**config.mk**
```make
export PLATFORM = sky130hd
export DESIGN_NAME = key_event
export DESIGN_NICKNAME = d
export VERILOG_FILES = /design/src/rtl/key_event_pkg.sv /design/src/rtl/key_hold_timer.sv /design/src/rtl/key_event.sv
export SDC_FILE = /design/constraint.sdc
export NUM_CORES = 1
export LEC_CHECK = 0
export BUFFER_PORTS_ARGS = -buffer_cell sky130_fd_sc_hd__buf_2
export CAP_MARGIN = 5
export CORE_MARGIN = 2
export CORE_UTILIZATION = 40
export CTS_CLUSTER_DIAMETER = 80
export DETAILED_ROUTE_END_ITERATION = 10
export PLACE_DENSITY_LB_ADDON = 0.2
export SLEW_MARGIN = 20
export SYNTH_ARGS = -nofsm -noshare
export SYNTH_HDL_FRONTEND = slang
export SYNTH_HIERARCHICAL = 1
export SYNTH_SLANG_ARGS = --single-unit
export TNS_END_PERCENT = 5
```
**constraint.sdc**
```tcl
create_clock -name clk -period 3.41 [get_ports clk]
set_input_delay 0.341 -clock clk [delete_from_list [all_inputs] [get_ports clk]]
set_output_delay 0.341 -clock clk [all_outputs]
set_load 0.02 [all_outputs]
```
**src/rtl/key_event_pkg.sv**
```systemverilog
// Shared definitions for the key_event press decoder: FSM state encoding
// and the press counter width.
package key_event_pkg;

    typedef logic [1:0] key_state_t;

    localparam key_state_t ST_IDLE = 2'd0;
    localparam key_state_t ST_HELD = 2'd1;
    localparam key_state_t ST_LONG = 2'd2;

    localparam int PRESS_CNT_W = 8;

endpackage

```
**src/rtl/key_hold_timer.sv**
```systemverilog
// Hold-time counter for key_event: synchronous clear, count enable and an
// equality compare against a threshold supplied by the FSM each cycle.
module key_hold_timer #(
    parameter int CNT_W = 26
) (
    input  logic             clk,
    input  logic             rst_n,
    input  logic             clear,
    input  logic             enable,
    input  logic [CNT_W-1:0] threshold,
    output logic             hit
);

    logic [CNT_W-1:0] count;

    // Clear has priority over counting so the FSM can restart a period on
    // the same edge it acts on the previous one.
    always_ff @(posedge clk or negedge rst_n) begin
        if (!rst_n) begin
            count <= '0;
        end else if (clear) begin
            count <= '0;
        end else if (enable) begin
            count <= count + CNT_W'(1);
        end
    end

    // Compare is combinational; the FSM registers everything it derives from it.
    assign hit = (count == threshold);

endmodule

```
**src/rtl/key_event.sv**
```systemverilog
// Key press-event decoder behind the button debouncer. Produces one-cycle
// press / release / long-press pulses, optional auto-repeat pulses and a
// wrapping press counter.
//
// Build option: define KEY_EVENT_REPEAT_EN to enable auto-repeat while the
// key stays held after the long press. Without it repeat_pulse is tied low
// and the timer idles in LONG.
//
// "release" and "repeat" are SystemVerilog keywords, so those outputs are
// named release_pulse and repeat_pulse.
//
//   state   | meaning
//   --------+--------------------------------------
//   IDLE    | key up
//   HELD    | key down, long press not yet fired
//   LONG    | key down, long press has fired
module key_event
    import key_event_pkg::*;
#(
    parameter int LONG_CYCLES   = 50_000_000,
    parameter int REPEAT_CYCLES = 10_000_000,
    parameter int CNT_W         = 26
) (
    input  logic                   clk,
    input  logic                   rst_n,
    input  logic                   in,
    output logic                   press,
    output logic                   release_pulse,
    output logic                   long_press,
    output logic                   repeat_pulse,
    output logic                   held,
    output logic [PRESS_CNT_W-1:0] press_count
);

    localparam logic [CNT_W-1:0] LONG_TH   = CNT_W'(LONG_CYCLES - 1);
    localparam logic [CNT_W-1:0] REPEAT_TH = CNT_W'(REPEAT_CYCLES - 1);

    key_state_t       state;
    logic             tmr_clear;
    logic             tmr_enable;
    logic             tmr_hit;
    logic [CNT_W-1:0] tmr_threshold;

    key_hold_timer #(
        .CNT_W (CNT_W)
    ) u_timer (
        .clk       (clk),
        .rst_n     (rst_n),
        .clear     (tmr_clear),
        .enable    (tmr_enable),
        .threshold (tmr_threshold),
        .hit       (tmr_hit)
    );

    // Timer control: restart on entering a timed period, count while held,
    // and leave it alone once the key is released.
    always_comb begin
        tmr_clear     = 1'b0;
        tmr_enable    = 1'b0;
        tmr_threshold = (state == ST_HELD) ? LONG_TH : REPEAT_TH;
        case (state)
            ST_IDLE: tmr_clear = in;
            ST_HELD: begin
                if (in) begin
                    tmr_clear  = tmr_hit;
                    tmr_enable = !tmr_hit;
                end
            end
            ST_LONG: begin
`ifdef KEY_EVENT_REPEAT_EN
                if (in) begin
                    tmr_clear  = tmr_hit;
                    tmr_enable = !tmr_hit;
                end
`endif
            end
            default: tmr_clear = 1'b1;
        endcase
    end

`ifdef KEY_EVENT_REPEAT_EN
    logic repeat_q;
    assign repeat_pulse = repeat_q;
`else
    assign repeat_pulse = 1'b0;
`endif

    // State register and registered event outputs; a release seen on the
    // same edge as a timer hit suppresses the long/repeat pulse.
    always_ff @(posedge clk or negedge rst_n) begin
        if (!rst_n) begin
            state         <= ST_IDLE;
            press         <= 1'b0;
            release_pulse <= 1'b0;
            long_press    <= 1'b0;
            held          <= 1'b0;
            press_count   <= '0;
`ifdef KEY_EVENT_REPEAT_EN
            repeat_q      <= 1'b0;
`endif
        end else begin
            press         <= 1'b0;
            release_pulse <= 1'b0;
            long_press    <= 1'b0;
`ifdef KEY_EVENT_REPEAT_EN
            repeat_q      <= 1'b0;
`endif
            case (state)
                ST_IDLE: begin
                    if (in) begin
                        state       <= ST_HELD;
                        press       <= 1'b1;
                        held        <= 1'b1;
                        press_count <= press_count + PRESS_CNT_W'(1);
                    end
                end
                ST_HELD: begin
                    if (!in) begin
                        state         <= ST_IDLE;
                        release_pulse <= 1'b1;
                        held          <= 1'b0;
                    end else if (tmr_hit) begin
                        state      <= ST_LONG;
                        long_press <= 1'b1;
                    end
                end
                ST_LONG: begin
                    if (!in) begin
                        state         <= ST_IDLE;
                        release_pulse <= 1'b1;
                        held          <= 1'b0;
                    end
`ifdef KEY_EVENT_REPEAT_EN
                    else if (tmr_hit) begin
                        repeat_q <= 1'b1;
                    end
`endif
                end
                default: begin
                    state <= ST_IDLE;
                    held  <= 1'b0;
                end
            endcase
        end
    end

endmodule

```
==> impl_metrics.env <==
export IMPL_drv_slew=0
export IMPL_dpl_worst_slack_ps=54.8
export IMPL_total_power_mw=1.52
export IMPL_timing_rr_end="u_timer/count[21]"
export IMPL_drc=0
export IMPL_core_um2=5570
export IMPL_slew_headroom_pct=37.7
export IMPL_via_per_inst=5.15
export IMPL_wl_per_cell_um=14.4
export IMPL_cts_path_max_buffers=2
export IMPL_synth_compound_area_share_pct=7.79
export IMPL_r2r_cells=12
export IMPL_ioPinCount=16
export IMPL_start_kind="flop"
export IMPL_seq_area_frac_synth_pct=42.7
export IMPL_synth_cells=239
export IMPL_period_needed_ps=3240
export IMPL_timing_final_setup_violations=0
export IMPL_crit_required_ps=3640
export IMPL_cts_max_level=2
export IMPL_finalNetCount=291
export IMPL_wl_um=5090
export IMPL_antenna_found_initial=0
export IMPL_p_per_area_nw_per_um2=548
export IMPL_synth_xor_area_share_pct=16.4
export IMPL_grt_pass1_vias=1707
export IMPL_holdBufCountCts=0
export IMPL_synth_avg_cell_area_um2=9.82
export IMPL_rsz0062_at_grt="no"
export IMPL_ir_worst_vdd_v=0.000504
export IMPL_critPathKind="reg2reg"
export IMPL_crit_fanout=7
export IMPL_start_util_pct=42.1
export IMPL_port_buffer_count=14
export IMPL_ys_seq_elements=40
export IMPL_setup_worst_path_start="state[0]"
export IMPL_grt_pass1_wl_um=8380
export IMPL_tns_ps=0
export IMPL_placed_area_um2=2570
export IMPL_status="completed"
export IMPL_cts_sinks=40
export IMPL_cts_tree="yes"
export IMPL_reg2reg_from="state[0]"
export IMPL_diodes=0
export IMPL_fin_hold_ws_ps=179
export IMPL_dr_first_iter_drc_count=89
export IMPL_place_gp_congestion=0.821
export IMPL_cts_buffers=5
export IMPL_max_freq_mhz=308
export IMPL_postLayoutSetupSlackWorst_ps=167
export IMPL_clkSlewWorstSetupHoldPaths_ps=80
export IMPL_worstHoldPathType="in2async"
export IMPL_synthSimpleGateAreaFrac_pct=22.0
export IMPL_mostFrequentLayoutCell="dfrtp_1"
export IMPL_worst_slew_pin_slew_ps=935
export IMPL_insertion_delay_ps=300
export IMPL_dieArea_um2=6490
export IMPL_drt_first_pass_iters=4
export IMPL_fin_crit_sh_pct=95.1
export IMPL_synth_warnings=6
export IMPL_finalClockSkew_ps=7.07
export IMPL_cp_arrival_ps=3470
export IMPL_ant_nets=0
export IMPL_synth_top_family_by_area="simple AND/OR/NAND/NOR gates"
export IMPL_crit_path_end_kind="flop"
export IMPL_synthAdderAreaFrac_pct=3.73
export IMPL_mostFrequentLayoutCells="dfrtp_1, xnor2_1, xor2_1"
export IMPL_area_growth_synth_to_final_pct=18.5
export IMPL_hpwl_um=3410
export IMPL_power_leakage_nw=1.24
export IMPL_via_count=1822
export IMPL_grt_ovfl_total=0
export IMPL_maxCapViolCount=0
export IMPL_root_buffer="clkbuf_8"
export IMPL_design_area_um2=2780
export IMPL_grt_use_total_pct=17.0
export IMPL_crit_end="u_timer/count[21]"
export IMPL_grt_max_degree=41
export IMPL_die_h_um=80.6
export IMPL_finalHoldViolCount=0
export IMPL_layout_drive_gt1_share_pct=20.6
export IMPL_rows=27
export IMPL_dieWidth_um=80.6
export IMPL_rrSetupSlack_ps=170
export IMPL_synth_area_um2=2350
export IMPL_synth_distinct_cells=40
export IMPL_synth_mux_area_share_pct=2.72
kinds of logic (layout without fill, tap and decap cells):
family / after synthesis / after routing
other cells: 2 / 19
mux: 6 / 6
simple gates: 89 / 89
fa+ha+maj: 7 / 7
flops: 40 / 40
xor+xnor: 44 / 44
compound gates: 32 / 32
buf+inv: 19 / 45
worst max-delay path: stages, from the launching register on:
cell and delay [ps]:
dfrtp_2 440, ha_4 200, buf_4 150, buf_4 130, xnor2_2 140, nand4_1 110
nor4_2 300, and3_2 220, or3_4 130, o211ai_1 130, or3_4 470, or4_1 560
a21oi_2 170
final cells by class:
type	count	area [um^2]
Sequential cell	40	1000
Clock inverter	3	42.5
Fill cell	534	2800
Tap cell	72	90.1
Timing Repair Buffer	28	173
Multi-Input combinational cell	197	1370
Clock buffer	5	68.8
Inverter	9	33.8
synth_stat cells:
library cell  instances  area (um^2)
o21ai_0              10         50.1
o21ai_1               1         5.00
inv_1                 9         33.8
buf_4                 1         7.51
nor4_1                8         50.1
and2_2                1         7.51
nand3_1              10         50.1
nor4b_1               1         8.76
nor4_2                1         12.5
mux2_1                1         11.3
and4_1                3         26.3
mux2_2                2         22.5
mux2i_1               3         30.0
and2b_2               1         8.76
and3_1                3         18.8
nand3_4               1         17.5
nand2_1              12         45.0
o31ai_1               5         37.5
clkbuf_2              2         10.0
o211ai_1              1         7.51
nor2b_1               1         6.26
nor3_1                4         20.0
and3_2                1         7.51
or3_1                 7         43.8
ha_1                  7         87.6
a2111oi_0             1         8.76
a21oi_1              13         65.1
a31o_2                1         8.76
buf_2                 2         10.0
or3_4                 2         22.5
xor2_1               21          184
buf_6                 3         33.8
nor2_1               18         67.6
dfrtp_1              40         1000
conb_1                2         7.51
or3_2                 2         15.0
xnor2_1              23          201
buf_1                 2         7.51
or4_1                 5         37.5
nand4_1               8         50.1
where the power goes:
| group | internal (mW) | switching [mW] | leakage (nW) |
|---|---|---|---|
| Combinational | 0.225 | 0.290 | 0.645 |
| Sequential | 0.539 | 0.0733 | 0.540 |
| Clock | 0.217 | 0.177 | 0.0541 |
flip-flops by register name, summed over array words and instances (netlist names):
signal,flops
press_count,8
state,2
press,1
release_pulse,1
u_timer/count,26
held,1
long_press,1
metal layers:
layer | global-route usage (%) | routed length, um
met1 | 23.8 | 2550
met2 | 25.4 | 2330
met3 | 3.60 | 126
met4 | 7.29 | 80
met5 | 0 | 0
through the flow:
step / cells / utilization, %
2_1_floorplan: 256 / -
3_3_place_gp: 339 / 46.2
3_5_place_dp: 339 / 46.2
4_1_cts: 347 / 48.1
5_1_grt: 354 / 49.9
6_report: 354 / 49.9
repair_timing:
item                                    CTS  global route
endpoints found under the setup margin    0            13
hold endpoints to repair                  0             0
buffers inserted                          0             7
resized for setup                         0            11
worst min path at each step:
stage | endpoint | cells after the start
2_1_floorplan | held | 0
3_3_place_gp | press_count[7] | 1
3_5_place_dp | press_count[7] | 1
4_1_cts | long_press | 1
5_1_grt | held | 1
6_report | held | 1
Power figures use the tool's default switching activity.
